--- src/rtl/fft_arrange_ctrl.sv ---
// Output-reorder sequencer for the FFT core: walks the natural index, issues bit-reversed
// result-RAM reads and the matching natural-order writes delayed by the RAM read latency.
module fft_arrange_ctrl #(
    parameter int unsigned ADDR_WIDTH = 12,
    parameter int unsigned RD_LATENCY = 3,
    parameter int unsigned LOG2_W     = 4
) (
    input  logic                  clk,
    input  logic                  rst,
    input  logic                  start,
    input  logic                  abort,
    input  logic [LOG2_W-1:0]     fft_log2,
    output logic                  busy,
    output logic                  done,
    output logic                  cfg_err,
    output logic                  ena_arrange,
    output logic [ADDR_WIDTH-1:0] max_point_fft,
    output logic                  rd_en,
    output logic [ADDR_WIDTH-1:0] rd_addr,
    output logic                  wr_en,
    output logic [ADDR_WIDTH-1:0] wr_addr
);

    localparam int unsigned DRAIN_W = (RD_LATENCY > 1) ? $clog2(RD_LATENCY) : 1;
    localparam int unsigned DLY_W   = ADDR_WIDTH + 1;

    typedef enum logic [1:0] {IDLE, RUN, DRAIN, DONE} state_t;

    state_t                state;
    logic [LOG2_W-1:0]     log2_q;
    logic [ADDR_WIDTH-1:0] count;
    logic [DRAIN_W-1:0]    drain_cnt;
    logic [DLY_W-1:0]      dly [RD_LATENCY];

    logic                  size_legal;
    logic [ADDR_WIDTH-1:0] size_mask;
    logic [ADDR_WIDTH-1:0] count_inc;

    // Reverse all ADDR_WIDTH bits, then drop the zero bits that came from above log2.
    function automatic logic [ADDR_WIDTH-1:0] bit_rev(input logic [ADDR_WIDTH-1:0] idx,
                                                      input logic [LOG2_W-1:0]     l2);
        logic [ADDR_WIDTH-1:0] r;
        for (int i = 0; i < int'(ADDR_WIDTH); i++) begin
            r[i] = idx[int'(ADDR_WIDTH) - 1 - i];
        end
        return r >> (ADDR_WIDTH - 32'(l2));
    endfunction

    assign size_legal = (32'(fft_log2) >= 32'd2) && (32'(fft_log2) <= ADDR_WIDTH);
    assign size_mask  = ~({ADDR_WIDTH{1'b1}} << fft_log2);
    assign count_inc  = count + ADDR_WIDTH'(1);

    assign wr_en   = dly[RD_LATENCY-1][ADDR_WIDTH];
    assign wr_addr = dly[RD_LATENCY-1][ADDR_WIDTH-1:0];

    always_ff @(posedge clk) begin
        if (rst) begin
            state         <= IDLE;
            log2_q        <= '0;
            count         <= '0;
            drain_cnt     <= '0;
            busy          <= 1'b0;
            done          <= 1'b0;
            cfg_err       <= 1'b0;
            ena_arrange   <= 1'b0;
            max_point_fft <= '0;
            rd_en         <= 1'b0;
            rd_addr       <= '0;
            for (int i = 0; i < int'(RD_LATENCY); i++) begin
                dly[i] <= '0;
            end
        end else begin
            // Write-side delay line mirrors the read strobe and natural index.
            dly[0] <= {rd_en, count};
            for (int i = 1; i < int'(RD_LATENCY); i++) begin
                dly[i] <= dly[i-1];
            end

            cfg_err <= 1'b0;
            done    <= 1'b0;

            case (state)
                IDLE: begin
                    if (start) begin
                        if (size_legal) begin
                            state         <= RUN;
                            log2_q        <= fft_log2;
                            max_point_fft <= size_mask;
                            count         <= '0;
                            busy          <= 1'b1;
                            rd_en         <= 1'b1;
                            ena_arrange   <= 1'b1;
                            rd_addr       <= '0;
                        end else begin
                            cfg_err <= 1'b1;
                        end
                    end
                end
                RUN: begin
                    if (count == max_point_fft) begin
                        state       <= DRAIN;
                        count       <= '0;
                        drain_cnt   <= '0;
                        rd_en       <= 1'b0;
                        ena_arrange <= 1'b0;
                        rd_addr     <= '0;
                    end else begin
                        count   <= count_inc;
                        rd_addr <= bit_rev(count_inc, log2_q);
                    end
                end
                DRAIN: begin
                    if (drain_cnt == DRAIN_W'(RD_LATENCY - 1)) begin
                        state <= DONE;
                        done  <= 1'b1;
                    end else begin
                        drain_cnt <= drain_cnt + DRAIN_W'(1);
                    end
                end
                DONE: begin
                    state <= IDLE;
                    busy  <= 1'b0;
                end
                default: state <= IDLE;
            endcase

            // Abort overrides everything outside IDLE and flushes in-flight writes.
            if (abort && (state != IDLE)) begin
                state       <= IDLE;
                count       <= '0;
                drain_cnt   <= '0;
                busy        <= 1'b0;
                done        <= 1'b0;
                rd_en       <= 1'b0;
                ena_arrange <= 1'b0;
                rd_addr     <= '0;
                for (int i = 0; i < int'(RD_LATENCY); i++) begin
                    dly[i] <= '0;
                end
            end
        end
    end

endmodule

--- config.mk ---
export PLATFORM = sky130hd
export DESIGN_NAME = fft_arrange_ctrl
export DESIGN_NICKNAME = d
export VERILOG_FILES = /design/src/rtl/fft_arrange_ctrl.sv
export SDC_FILE = /design/constraint.sdc
export NUM_CORES = 1
export LEC_CHECK = 0
export BUFFER_PORTS_ARGS = -buffer_cell sky130_fd_sc_hd__clkbuf_2
export CORE_ASPECT_RATIO = 0.6
export CORE_MARGIN = 8
export CORE_UTILIZATION = 45
export CTS_CLUSTER_SIZE = 24
export DETAILED_ROUTE_END_ITERATION = 7
export GPL_TIMING_DRIVEN = 0
export HOLD_SLACK_MARGIN = 0.08
export PLACE_DENSITY = 0.65
export SETUP_SLACK_MARGIN = 0.5
export SLEW_MARGIN = 10
export SYNTH_ARGS = -nofsm -noshare
export SYNTH_HDL_FRONTEND = slang
export SYNTH_SLANG_ARGS = --single-unit
--- constraint.sdc ---
create_clock -name clk -period 2 [get_ports clk]
set_input_delay 0 -clock clk [delete_from_list [all_inputs] [get_ports clk]]
set_output_delay 0 -clock clk [all_outputs]
set_load 0.01 [all_outputs]
### After elaboration in Yosys (flattened, before gate mapping)

Memories as Yosys holds them, arrays and structs flattened.
Cells that the tools add are included.

| word-level totals | value |
|---|---|
| flip-flop bits (word level) | 48 |
| input bits | 8 |
| memory bits (writable) | 39 |
| memories kept | 1 |
| output and inout port bits | 42 |
| logic and storage cells | 87 |

| cells by class | value |
|---|---|
| bitwise gates (word level) | 10 |
| equality and inequality tests | 10 |
| add/subtract/negate cells | 3 |
| reduce and logical (&&, ||, !) cells | 16 |
| magnitude comparators | 2 |
| multiplexer cells | 33 |
| shifts and indexed selects | 2 |

Memory list:

| name | words | bits a word | rd ports | clocked after Yosys merged registers in | write ports | line | text |
|---|---|---|---|---|---|---|---|
| dly | 3 | 13 | 3 | 0 | 3 | 33 | `logic [DLY_W-1:0] dly [RD_LATENCY];` |

Operators with widths:

| operator | number |
|---|---|
| $mux 13 | 6 |
| $mux 12 | 4 |
| $pmux 12 s2 | 2 |
| $shr 12x32->12 | 1 |
| $add 12x1->12 const B | 1 |
| $eq 12x12->1 | 1 |
| $mux 2 | 6 |
| $not 12->12 | 1 |
| $reduce_and 3->1 | 4 |
| $shl 12x4->12 const A | 1 |
| $mux 1 | 11 |
| $ne 2x2->1 const B | 5 |
| $pmux 2 s4 | 1 |
| $reduce_and 4->1 | 2 |
| $reduce_bool 2->1 | 4 |
| $eq 2x2->1 const B | 3 |
| $or 1x1->1 | 6 |
| $reduce_or 3->1 | 2 |
| $sub 4x4->5 const A | 1 |
| $ge 4x2->1 const B | 1 |
| $le 4x4->1 const B | 1 |
| $pmux 1 s2 | 2 |
| $pmux 2 s2 | 1 |
| $not 1->1 | 3 |
| other kinds (5) | 6 |

### Depth between registers and ports, before layout

Gate-level depths: netlist (run 1).

| logic depth | value |
|---|---|
| depth in word-level cells | 6 |
| gate-level depth with buffers | 9 |

### Worst setup path after synthesis (run 1)

No wires, ideal clock.

| timing | value |
|---|---|
| path type | register to register |
| start | register count[1] |
| end | register rd_addr[3] |
| setup slack | 0.003 ns |
| clock period less this slack | 1.997 ns |
| arrival time | 1.880 ns |
| data required time | 1.883 ns |
| stages on the path, launching flop included | 8 |
| cells stage by stage | dfxtp_1 -> ha_1 -> and3_1 -> a21boi_0 -> nor3_1 -> a211oi_1 -> or4_1 -> a32o_1 |

| between the ends | value |
|---|---|
| cells in the longest elaborated chain, start to end | 4 |
| elaborated cells between the ends (all ways) | 5 |

RTL lines:

| what | line | text |
|---|---|---|
| from (decl) | 31 | `logic [ADDR_WIDTH-1:0] count;` |
| from (signal assigned) | 108 | `count <= count_inc;` |
| $add 12x1->12 | 51 | `assign count_inc = count + ADDR_WIDTH'(1);` |
| $shr 12x32->12 | 46 | `return r >> (ADDR_WIDTH - 32'(l2));` |
| $mux 12 * | 100 | `if (count == max_point_fft) begin` |
| $pmux 12 s2 * | 82 | `case (state)` |
| to (signal assigned) | 109 | `rd_addr <= bit_rev(count_inc, log2_q);` |
| to (decl) | 19 | `output logic [ADDR_WIDTH-1:0] rd_addr,` |

Mark *: on every way between the ends. The rest lies on a longest branch, timed or not.
A chain may end at the register's enable or synchronous reset.

### Worst setup path after layout (run 1)

| timing | value |
|---|---|
| start | register count[2] |
| end | register rd_addr[0] |

Same word-level chain as after synthesis.

==> PnR_summary.wiki, run 1 <==
{| class="wikitable"
! Metric !! Value
|-
| Run status || finished, final reports clean
|-
| Via count of the first global-routing pass || roughly 4000
|-
| Arrival time at the worst endpoint || around 2.2 ns
|-
| Share of cells above drive strength 1 || around half
|-
| DRC violations left || 0
|-
| Final HPWL from detailed placement || ~7800 µm
|-
| Critical path fanouts, max || 9
|-
| List of cells traversed by the critical path || buf_6, nand3_4, buf_4, or3_4, and2_4, o22ai_4, o211ai_1, a311oi_1
|-
| Overflow left after global routing || 0
|-
| Core Box Area || a little over 9000 µm²
|-
| Post-layout util || between 70% and 80%
|-
| Final setup violating endpoints || 0
|-
| RSZ-0062 raised after global routing || true
|-
| Synth cell count leaders || 86 x sky130_fd_sc_hd__dfxtp_1, 43 x sky130_fd_sc_hd__and2_1, 43 x sky130_fd_sc_hd__nor2_1, 33 x sky130_fd_sc_hd__a21oi_1, 28 x sky130_fd_sc_hd__nand2_1
|-
| Leading cell types by total area after synthesis || sky130_fd_sc_hd__dfxtp_1 42%, sky130_fd_sc_hd__and2_1 6.5%, sky130_fd_sc_hd__a21oi_1 4.0%, sky130_fd_sc_hd__nor2_1 3.9%, sky130_fd_sc_hd__xnor2_1 3.8%
|-
| Final Max Tran Viols || 0
|-
| GP Congestion || approximately 0.9
|-
| Number of DRC markers in iteration 0 || between 400 and 500
|-
| Post-synth EDFFs || 0
|-
| Tightest hold margin || 0.0581 ns
|-
| Clock-pin slew on the worst setup and hold paths || 0.06 ns
|-
| PwrDens || 1020 nW/µm²
|-
| Synth top area share || between 40% and 50%
|-
| Highest Clock Rate || ~510 MHz
|-
| Flip-flop and latch count after synthesis || 86
|-
| Endpoint kind of the worst setup timing path || flip-flop
|-
| Number of nets in the layout || ~630
|-
| Sink Count || 86
|-
| CTS tree || done
|-
| Hold-fix buffers at CTS || 10
|-
| Clock skew after layout || between 0.01 and 0.015 ns
|-
| WL final || 13700 µm
|-
| Post-synthesis sequential area ratio || between 40% and 50%
|-
| Horiz. Die Dim || around 140 µm
|-
| Cell chosen for the clock root || sky130_fd_sc_hd__clkbuf_16
|-
| Drt pass-1 iters || 4
|-
| Ant diodes || 0
|-
| Transition time at the pin with the least slew margin || 0.559 ns
|-
| Synth Net Count || 484
|-
| Post-synth top area cell || sky130_fd_sc_hd__dfxtp_1
|-
| CTS Buf Count || 9
|-
| Synth-to-layout area growth || 56.5%
|-
| IO Count || 50
|-
| Antenna-violating nets left || 0
|-
| Synth cell types || between 60 and 70
|-
| Post-DR vias/cell || approximately 5.5
|-
| Largest stage delay, worst path || roughly 0.37 ns
|-
| Period utilization || between 90% and 100%
|-
| Cells after synthesis || ~470
|-
| Worst slew slack as a fraction of its limit || roughly 63%
|-
| Total global-route track usage || 19.3%
|-
| Clock period minus final worst setup slack || about 2.0 ns
|-
| Wire length of the first global-routing pass || around 20000 µm
|-
| Class of the tightest hold or removal check || in2reg
|-
| Yosys synthesis warning count || 0
|-
| CP max-delay cell || sky130_fd_sc_hd__dfxtp_1
|-
| Crit start category || flip-flop
|-
| H-tree levels || 3
|-
| Initial antenna violation count || 0
|-
| Clock network latency to the later pin of the worst-skew pair || between 0.3 and 0.4 ns
|-
| Number of cell instances on the worst register-to-register path || 8
|-
| Most frequently used cell type in the post-synthesis netlist || sky130_fd_sc_hd__dfxtp_1
|-
| Count of buffers inserted at the top-level ports || between 40 and 50
|-
| Worst IR drop on VDD || about 840 µV
|-
| Max Cap Violations || 0
|-
| Avg Synthesized Cell Area || around 8.8 µm²
|-
| Required time of the critical path || roughly 2.3 ns
|-
| Worst hold stages || 3
|-
| Longest Clk Path Bufs || 2
|-
| Final instance count without filler cells || approximately 730
|-
| Dominant register cell in the synthesized netlist || sky130_fd_sc_hd__dfxtp_1
|-
| Via total after detailed routing || approximately 4100
|-
| # placed instances || approximately 630
|-
| Starting density of the core || a little under half
|-
| Synthesized cell area || around 4100 µm²
|-
| CP Class || reg2reg
|-
| Full die area || between 10000 and 15000 µm²
|-
| Async set or reset register ratio after synthesis || 0%
|-
| Fillers || 644
|-
| WL per Instance || approximately 19 µm
|-
| Overall die height || approximately 90 µm
|-
| Final hold violation count || 0
|-
| Static leakage power || approximately 2.7 nW
|-
| Core Rows || 27
|-
| Maximum number of pins on one net before global-route repair || 14
|}
==> where the power goes <==
group | switching [mW] | internal [mW]
Clock | 0.679 | 1.12
Combinational | 1.50 | 1.34
Sequential | 0.127 | 1.83
Total | 2.31 | 4.30
==> flip-flops by register name (all words and copies together), names as in the netlist <==
name           flops
state              2
log2_q             3
max_point_fft     12
rd_en              1
count             12
rd_addr           12
drain_cnt          2
dly               39
busy               1
cfg_err            1
done               1
==> layout make-up <==
cell class	count	area, µm²	share of cell area, %
clock inverter	3	68.8	1.06
multi-input combinational	325	2750	42.3
timing repair buffer	134	1090	16.8
clock buffer	12	246	3.80
inverter	12	50.0	0.771
buffer	46	392	6.04
sequential	86	1750	26.9
tap	116	145	2.24
==> per-stage QoR <==
step                setup WS (ns)  area, µm²  TNS [ns]  total power, mW
floorplan                   0.232       4300         0             3.17
global placement           -0.130       4680    -0.711             3.56
detailed placement        -0.0877       4680    -0.746             3.58
CTS                         0.123       5840         0             5.90
global route              -0.0953       6490    -0.200             6.89
finish                     0.0207       6490         0             6.60
==> routing by layer <==
layer	vias to the layer above	global-route usage [%]	routed length, µm
met4	0	8.27	281
met2	150	28.6	6200
met3	22	6.97	1110
li1	1925	-	-
met1	1970	24.8	6120
met5	-	0	0
==> cells by family after synthesis <==
family	Yosys count	share of synthesized area (%)
muxes	6	1.45
and+or+nand+nor	179	24.1
adders and majority gates	7	2.11
xor gates and xnor gates	21	4.44
buffers and inverters	58	7.78
DFF	86	41.5
AOI/OAI and AO/OA	112	18.6
==> final timing paths <==
check | slack [ns] | to | from
setup / recovery | 0.02 | rd_addr[0]$_SDFFE_PP0P_ | count[2]$_SDFFE_PP0P_
setup reg to reg | 0.02 | rd_addr[0]$_SDFFE_PP0P_ | count[2]$_SDFFE_PP0P_
hold / removal | 0.06 | state[0]$_SDFFE_PP0P_ | abort
hold reg to reg | 0.42 | dly[0][38]$_SDFF_PP0_ | dly[0][25]$_SDFF_PP0_
==> cell usage in the layout (no fill, tap or decap), types with 6 or more instances in the layout <==
cell type,count
sky130_fd_sc_hd__clkbuf_16,12
sky130_fd_sc_hd__nor2_1,35
sky130_fd_sc_hd__dfxtp_1,73
sky130_fd_sc_hd__buf_4,66
sky130_fd_sc_hd__a32o_1,7
sky130_fd_sc_hd__xnor2_1,6
sky130_fd_sc_hd__xnor2_2,10
sky130_fd_sc_hd__buf_6,30
sky130_fd_sc_hd__dlygate4sd3_1,10
sky130_fd_sc_hd__clkbuf_2,55
sky130_fd_sc_hd__o21ai_0,9
sky130_fd_sc_hd__a21oi_2,17
sky130_fd_sc_hd__o21ai_2,9
sky130_fd_sc_hd__nand4_1,7
sky130_fd_sc_hd__inv_1,8
sky130_fd_sc_hd__nand3_1,7
sky130_fd_sc_hd__and2_1,39
sky130_fd_sc_hd__nand2_1,24
sky130_fd_sc_hd__a21oi_1,13
sky130_fd_sc_hd__nand2b_1,7
sky130_fd_sc_hd__dfxtp_2,9
sky130_fd_sc_hd__a21o_1,11
==> repair_timing <==
| item | 4_1_cts | 5_1_grt |
|---|---|---|
| pin swaps | 37 | 43 |
| hold endpoints to repair | 10 | 1 |
| setup endpoints to repair | 85 | 84 |
| gates cloned | 2 | 4 |
| gates resized for setup | 86 | 98 |
| setup buffers | 48 | 23 |
==> critical path: cells and delay by family, from the launching register on <==
family                 cells  cell delay, ns
AND/OR/NAND/NOR            3            0.61
flip-flops                 1            0.37
buffers and inverters      2            0.33
AO/OA/AOI/OAI              3            0.58
No activity file was read; power rests on OpenSTA's default activity.
==> run 2: changes to the inputs <==
--- a/config.mk
+++ b/config.mk
@@ -6,14 +6,16 @@
 export NUM_CORES = 1
 export LEC_CHECK = 0
 export BUFFER_PORTS_ARGS = -buffer_cell sky130_fd_sc_hd__clkbuf_2
+export CELL_PAD_IN_SITES_DETAIL_PLACEMENT = 1
+export CELL_PAD_IN_SITES_GLOBAL_PLACEMENT = 1
 export CORE_ASPECT_RATIO = 0.6
 export CORE_MARGIN = 8
-export CORE_UTILIZATION = 45
+export CORE_UTILIZATION = 40
 export CTS_CLUSTER_SIZE = 24
 export DETAILED_ROUTE_END_ITERATION = 7
 export GPL_TIMING_DRIVEN = 0
 export HOLD_SLACK_MARGIN = 0.08
-export PLACE_DENSITY = 0.65
+export PLACE_DENSITY = 0.74
 export SETUP_SLACK_MARGIN = 0.5
 export SLEW_MARGIN = 10
 export SYNTH_ARGS = -nofsm -noshare
==> run 2 against run 1 <==
Against the previous run: the flow now finishes with violations (setup timing); global-route usage is 2.0 points higher; worst setup slack worse by 0.13 ns; highest routed layer unchanged; critical path type unchanged; routed wire length is 34% higher; die area is 11% higher; combinational power is 7.4% higher; largest power group unchanged; fmax is 6.2% lower; cell count is 1.1% higher.
==> PnR_summary.wiki, run 2 (synthesis gave the netlist of run 1 again) <==
{| class="wikitable"
! Metric !! Value
|-
| Run status || complete, but fails checks (was finished, final reports clean)
|-
| Violations in the final reports || setup timing
|-
| Total chip power || 6.69 mW (was 6.60 mW)
|-
| Starting density of the core || 41.5% (was 45.8%)
|-
| Period utilization || 106% (was 99.0%)
|-
| Final hold violation count || 0 (unchanged)
|-
| Horiz. Die Dim || 147 µm (was 140 µm)
|-
| Clock network latency to the later pin of the worst-skew pair || 0.35 ns (was 0.34 ns)
|-
| Sink Count || 86 (unchanged)
|-
| Register with the most flip-flops || dly (unchanged)
|-
| Fillers || 1096 (was 644)
|-
| Core Box Area || 9980 µm² (was 9050 µm²)
|-
| Number of nets in the layout || 617 (was 629)
|-
| CP Class || reg2reg (unchanged)
|-
| Drt pass-1 iters || 5 (was 4)
|-
| Critical path fanouts, max || 10 (was 9)
|-
| Final worst slack || -0.110 ns (was 0.0207 ns)
|-
| Core Rows || 28 (was 27)
|-
| Longest Clk Path Bufs || 2 (unchanged)
|-
| Required time of the critical path || 2.29 ns (was 2.25 ns)
|-
| Pre-CTS WS || -0.373 ns (was -0.0877 ns)
|-
| Clock skew after layout || 0.0102 ns (was 0.0105 ns)
|-
| Cell chosen for the clock root || sky130_fd_sc_hd__clkbuf_16 (unchanged)
|-
| Max Cap Violations || 0 (unchanged)
|-
| Overflow left after global routing || 0 (unchanged)
|-
| Crit start category || flip-flop (unchanged)
|-
| Final HPWL from detailed placement || 9140 µm (was 7770 µm)
|-
| CTS Buf Count || 9 (unchanged)
|-
| Class of the tightest hold or removal check || in2reg (unchanged)
|-
| Highest Clock Rate || 474 MHz (was 505 MHz)
|-
| Ant diodes || 0 (unchanged)
|-
| PwrDens || 1060 nW/µm² (was 1020 nW/µm²)
|-
| GP Congestion || 0.913 (was 0.888)
|-
| IO Count || 50 (unchanged)
|-
| Count of buffers inserted at the top-level ports || 47 (unchanged)
|-
| Worst IR drop on VDD || 724 µV (was 843 µV)
|-
| Post-layout util || 63.4% (was 71.7%)
|-
| Largest register FFs || 39 (unchanged)
|-
| Worst slew slack as a fraction of its limit || 65.0% (was 62.7%)
|-
| Wire length of the first global-routing pass || 23200 µm (was 19700 µm)
|-
| RSZ-0062 raised after global routing || true (unchanged)
|-
| Number of DRC markers in iteration 0 || 333 (was 414)
|-
| Hold path startpoint || start (was abort)
|-
| Antenna-violating nets left || 0 (unchanged)
|-
| Initial antenna violation count || 0 (unchanged)
|-
| Largest stage delay, worst path || 0.42 ns (was 0.37 ns)
|-
| WL per Instance || 24.8 µm (was 18.7 µm)
|-
| CP max-delay cell || sky130_fd_sc_hd__or3b_4 (was sky130_fd_sc_hd__dfxtp_1)
|-
| Clock period minus final worst setup slack || 2.11 ns (was 1.98 ns)
|-
| Share of cells above drive strength 1 || 48.8% (was 49.7%)
|-
| List of cells traversed by the critical path || inv_2, ha_4, and2_4, nand3_4, nand2_4, or3b_4, buf_8, o21ai_0, a21o_1 (was buf_6, nand3_4, buf_4, or3_4, and2_4, o22ai_4, o211ai_1, a311oi_1)
|-
| Final setup violating endpoints || 4 (was 0)
|-
| Overall die height || 94.9 µm (was 90.4 µm)
|-
| Synth-to-layout area growth || 52.7% (was 56.5%)
|-
| Post-DR vias/cell || 5.88 (was 5.54)
|-
| Total global-route track usage || 21.3% (was 19.3%)
|-
| Final Max Tran Viols || 0 (unchanged)
|-
| CTS tree || done (unchanged)
|-
| Static leakage power || 2.67 nW (was 2.72 nW)
|-
| H-tree levels || 3 (unchanged)
|-
| Full die area || 14000 µm² (was 12600 µm²)
|-
| Endpoint kind of the worst setup timing path || flip-flop (unchanged)
|-
| Most common cell after layout, fill and taps aside || sky130_fd_sc_hd__dfxtp_1 (unchanged)
|-
| Arrival time at the worst endpoint || 2.40 ns (was 2.23 ns)
|-
| WL final || 18400 µm (was 13700 µm)
|-
| Via total after detailed routing || 4362 (was 4067)
|-
| Clock-pin slew on the worst setup and hold paths || 0.07 ns (was 0.06 ns)
|-
| CP startpoint || state[0]$_SDFFE_PP0P_ (was count[2]$_SDFFE_PP0P_)
|-
| Critical register-to-register path startpoint || state[0]$_SDFFE_PP0P_ (was count[2]$_SDFFE_PP0P_)
|-
| Via count of the first global-routing pass || 4237 (was 3940)
|-
| Most used cells in the layout excluding fill and tap cells || 73 x sky130_fd_sc_hd__dfxtp_1, 65 x sky130_fd_sc_hd__buf_4, 51 x sky130_fd_sc_hd__clkbuf_2 (was 73 x sky130_fd_sc_hd__dfxtp_1, 66 x sky130_fd_sc_hd__buf_4, 55 x sky130_fd_sc_hd__clkbuf_2)
|-
| Maximum number of pins on one net before global-route repair || 16 (was 14)
|-
| Transition time at the pin with the least slew margin || 0.526 ns (was 0.559 ns)
|-
| DRC violations left || 0 (unchanged)
|}
[run 2: cell types whose count changed in the layout (fill, tap and decap cells not counted), moves of 3 or more]
cell	change
sky130_fd_sc_hd__nor2_1	+3
sky130_fd_sc_hd__nand2_1	-3
sky130_fd_sc_hd__dlygate4sd3_1	-5
sky130_fd_sc_hd__clkbuf_2	-4
sky130_fd_sc_hd__a211oi_2	-3
sky130_fd_sc_hd__a211oi_1	+3
sky130_fd_sc_hd__a21oi_1	+3
sky130_fd_sc_hd__a21oi_2	-5
sky130_fd_sc_hd__nor2_4	-4
sky130_fd_sc_hd__buf_6	-6
[run 2: power breakdown]
| part | switching, mW | leakage, nW | internal [mW] |
|---|---|---|---|
| logic | 1.70 | 1.82 | 1.34 |
| registers | 0.137 | 0.704 | 1.83 |
| clock network | 0.784 | 0.138 | 0.894 |
[run 2: layout make-up]
class,instances,area (µm²),share of cell area [%]
clock inverter,5,41.3,0.652
multi-input combinational,325,2720,43.0
timing repair buffer,122,945,14.9
inverter,12,47.5,0.751
tap,135,169,2.67
buffer,46,409,6.46
clock buffer,11,243,3.83
sequential,86,1750,27.7
[run 2: repair_timing]
action / CTS / global route
setup endpoints to repair: 86 / 56
cloned: 2 / 2
hold endpoints to repair: 7 / 1
buffers inserted: 39 / 26
resized for setup: 94 / 87
pin swaps: 35 / 37
hold buffers: 5 / 1
[run 2: path summary, 6_finish.rpt]
path / end / slack (ns) / depth (start not counted)
setup / recovery: count[4]$_SDFFE_PP0P_ / -0.11 / 9
hold reg to reg: dly[0][13]$_SDFF_PP0_ / 0.43 / 1
setup reg to reg: count[4]$_SDFFE_PP0P_ / -0.11 / 9
hold / removal: cfg_err$_SDFF_PP0_ / 0.08 / 4
[run 2: critical path, delay by kind of cell (launching register included)]
kind | cells | cell delay [ns]
simple gates | 4 | 0.87
compound gates | 2 | 0.41
flops | 1 | 0.34
buf+inv | 2 | 0.25
fa+ha+maj | 1 | 0.17
[run 2: metrics by stage]
stage                     cell area [µm²]  setup TNS, ns  hold slack, ns  instances
final                                6330         -0.157          0.0757        742
after detailed placement             4700          -3.30           0.325        651
after floorplan                      4300              0           0.143        469
after global placement               4700          -1.35           0.296        651
after global routing                 6330         -0.611          0.0898        742
after CTS                            5720              0          0.0128        713
[run 2: metal layers]
metal / track usage (%) / part of all wire [%] / wire length, µm / up-vias
met2: 34.6 / 48 / 8830 / 213
met3: 5.16 / 6.8 / 1240 / 55
met4: 6.41 / 3.2 / 588 / 0
met5: 0 / 0 / 0 / -
li1: - / - / - / 1892
met1: 27.7 / 42 / 7740 / 2202
==> run 3: changes to the inputs <==
==> constraint.sdc (replaced) <==
create_clock -name clk -period 1.7 [get_ports clk]
set_input_delay 0 -clock clk [delete_from_list [all_inputs] [get_ports clk]]
set_output_delay 0 -clock clk [all_outputs]
set_load 0.01 [all_outputs]
==> run 3 against run 2 <==
Against the previous run: combinational power increased by 36%; sequential cell count is the same; critical path depth down 2; worst setup slack lost 0.46 ns; die area did not move; the run still ends with setup timing left; power up 28%; clock-buffer cell count fell by 2; via count grew 4.8%; critical endpoint unchanged.
==> PnR_summary.wiki, run 3 (synthesis gave the netlist of run 1 again) <==
{| class="wikitable"
! Metric !! Value
|-
| Run status || complete, but fails checks (unchanged)
|-
| Violations in the final reports || setup timing (unchanged)
|-
| Overall die height || 94.9 µm (unchanged)
|-
| Initial antenna violation count || 0 (unchanged)
|-
| Ant diodes || 0 (unchanged)
|-
| Post-DR vias/cell || 6.15 (was 5.88)
|-
| Critical path fanouts, max || 7 (was 10)
|-
| IO Count || 50 (unchanged)
|-
| CTS Buf Count || 9 (unchanged)
|-
| Drt pass-1 iters || 5 (unchanged)
|-
| Via count of the first global-routing pass || 4500 (was 4237)
|-
| Maximum number of pins on one net before global-route repair || 19 (was 16)
|-
| Cell chosen for the clock root || sky130_fd_sc_hd__clkbuf_16 (unchanged)
|-
| Number of nets in the layout || 618 (was 617)
|-
| Required time of the critical path || 1.95 ns (was 2.29 ns)
|-
| Accumulated negative setup slack || -13.54 ns (was -0.157 ns)
|-
| GP Congestion || 0.936 (was 0.913)
|-
| WL per Instance || 29.3 µm (was 24.8 µm)
|-
| Clock-pin slew on the worst setup and hold paths || 0.08 ns (was 0.07 ns)
|-
| Static leakage power || 2.78 nW (was 2.67 nW)
|-
| CP max-delay cell || sky130_fd_sc_hd__dfxtp_2 (was sky130_fd_sc_hd__or3b_4)
|-
| Clock network latency to the later pin of the worst-skew pair || 0.37 ns (was 0.35 ns)
|-
| H-tree levels || 3 (unchanged)
|-
| Final setup violating endpoints || 39 (was 4)
|-
| Total global-route track usage || 24.6% (was 21.3%)
|-
| DRC violations left || 0 (unchanged)
|-
| Wire length of the first global-routing pass || 26500 µm (was 23200 µm)
|-
| Share of cells above drive strength 1 || 58.1% (was 48.8%)
|-
| Clock skew after layout || 0.0200 ns (was 0.0102 ns)
|-
| Final worst slack || -0.570 ns (was -0.110 ns)
|-
| Class of the tightest hold or removal check || in2reg (unchanged)
|-
| Final HPWL from detailed placement || 9170 µm (was 9140 µm)
|-
| Core Box Area || 9980 µm² (unchanged)
|-
| Final Max Tran Viols || 0 (unchanged)
|-
| Count of buffers inserted at the top-level ports || 47 (unchanged)
|-
| # placed instances || 651 (unchanged)
|-
| Register with the most flip-flops || dly (unchanged)
|-
| Horiz. Die Dim || 147 µm (unchanged)
|-
| Final hold violation count || 0 (unchanged)
|-
| Starting density of the core || 41.5% (unchanged)
|-
| Synth-to-layout area growth || 61.6% (was 52.7%)
|-
| Clock period minus final worst setup slack || 2.27 ns (was 2.11 ns)
|-
| Worst slew slack as a fraction of its limit || 55.2% (was 65.0%)
|-
| Via total after detailed routing || 4573 (was 4362)
|-
| CTS tree || done (unchanged)
|-
| Family of cells with the greatest summed delay on the critical path || compound AO/OA/AOI/OAI gates (was simple AND/OR/NAND/NOR gates)
|-
| Highest Clock Rate || 440 MHz (was 474 MHz)
|-
| Most used cells in the layout excluding fill and tap cells || 68 x sky130_fd_sc_hd__dfxtp_1, 61 x sky130_fd_sc_hd__buf_4, 50 x sky130_fd_sc_hd__clkbuf_2 (was 73 x sky130_fd_sc_hd__dfxtp_1, 65 x sky130_fd_sc_hd__buf_4, 51 x sky130_fd_sc_hd__clkbuf_2)
|-
| List of cells traversed by the critical path || xnor2_1, nand4_1, o31ai_4, or3b_4, buf_8, o21ai_1, a21o_1 (was inv_2, ha_4, and2_4, nand3_4, nand2_4, or3b_4, buf_8, o21ai_0, a21o_1)
|-
| Transition time at the pin with the least slew margin || 0.672 ns (was 0.526 ns)
|-
| Final instance count without filler cells || 743 (was 742)
|-
| WL final || 21800 µm (was 18400 µm)
|-
| Post-layout util || 67.1% (was 63.4%)
|-
| Worst IR drop on VDD || 874 µV (was 724 µV)
|-
| Number of DRC markers in iteration 0 || 453 (was 333)
|-
| Overflow left after global routing || 0 (unchanged)
|-
| CP Class || reg2reg (unchanged)
|-
| Arrival time at the worst endpoint || 2.52 ns (was 2.40 ns)
|-
| Most common cell after layout, fill and taps aside || sky130_fd_sc_hd__dfxtp_1 (unchanged)
|-
| RSZ-0062 raised after global routing || true (unchanged)
|-
| Endpoint kind of the worst setup timing path || flip-flop (unchanged)
|-
| Longest Clk Path Bufs || 2 (unchanged)
|-
| Largest stage delay, worst path || 0.40 ns (was 0.42 ns)
|-
| Full die area || 14000 µm² (unchanged)
|-
| Period utilization || 134% (was 106%)
|-
| Max Cap Violations || 0 (unchanged)
|-
| PwrDens || 1280 nW/µm² (was 1060 nW/µm²)
|-
| Number of buffer and inverter stages on the critical path || 1 (was 2)
|-
| Sink Count || 86 (unchanged)
|-
| Largest register FFs || 39 (unchanged)
|-
| Crit start category || flip-flop (unchanged)
|-
| Core Rows || 28 (unchanged)
|-
| Antenna-violating nets left || 0 (unchanged)
|}
run 3: changes by cell type in the layout (fill, tap and decap cells not counted), moves of 3 or more:
cell	delta
sky130_fd_sc_hd__dfxtp_1	-5
sky130_fd_sc_hd__a21oi_2	+4
sky130_fd_sc_hd__nor2_4	+5
sky130_fd_sc_hd__a21oi_1	-6
sky130_fd_sc_hd__nor2_1	-5
sky130_fd_sc_hd__clkbuf_16	+6
sky130_fd_sc_hd__dfxtp_2	+7
sky130_fd_sc_hd__clkbuf_4	-3
sky130_fd_sc_hd__and2_1	-36
sky130_fd_sc_hd__and2_4	+36
sky130_fd_sc_hd__buf_4	-4
run 3: final timing paths:
path                                from  slack [ns]                     to  depth (start not counted)
setup / recovery  count[11]$_SDFFE_PP0P_       -0.57  count[4]$_SDFFE_PP0P_                          7
setup reg to reg  count[11]$_SDFFE_PP0P_       -0.57  count[4]$_SDFFE_PP0P_                          7
hold reg to reg    dly[0][11]$_SDFF_PP0_        0.46  dly[0][24]$_SDFF_PP0_                          1
hold / removal                     abort        0.08  state[0]$_SDFFE_PP0P_                          3
run 3: power by group:
group	internal, mW	switching [mW]
Sequential	2.16	0.200
Clock	1.04	1.03
Combinational	1.84	2.31
Total	5.04	3.54
run 3: repair_timing:
| item | CTS | global route |
|---|---|---|
| resized for setup | 138 | 97 |
| hold endpoints to repair | 7 | 0 |
| pin swaps | 39 | 27 |
| hold buffers | 7 | 0 |
| endpoints found under the setup margin | 86 | 86 |
| setup buffers | 46 | 16 |
| gates cloned | 5 | 2 |
run 3: tightest hold or removal path, delay by kind of cell:
family / cells / cell delay (ns)
compound gates: 2 / 0.27
buf+inv: 1 / 0.14
run 3: stage by stage:
step                      area (µm²)  power, mW  hold WS (ns)  setup slack, ns
final                           6700       8.58        0.0830           -0.570
after global routing            6700       8.80        0.0901           -0.579
after detailed placement        4770       4.41         0.313           -0.522
after CTS                       6130       7.38        0.0543           -0.210
after floorplan                 4370       3.82         0.143          -0.0682
after global placement          4770       4.33         0.303           -0.508
run 3: cell type report:
type / instances / area [µm²]
buffer: 46 / 504
clock buffer: 9 / 225
clock inverter: 7 / 75.1
fill: 1018 / 3290
inverter: 12 / 52.6
multi-input combinational: 326 / 2950
sequential: 86 / 1750
tap: 135 / 169
timing repair buffer: 122 / 971
run 3: layer usage:
layer	vias up	share of wire (%)	track usage [%]
li1	1907	-	-
met1	2306	40	31.6
met2	280	46	39.4
met3	80	8.6	6.83
met4	0	5.4	8.69
met5	-	0	0
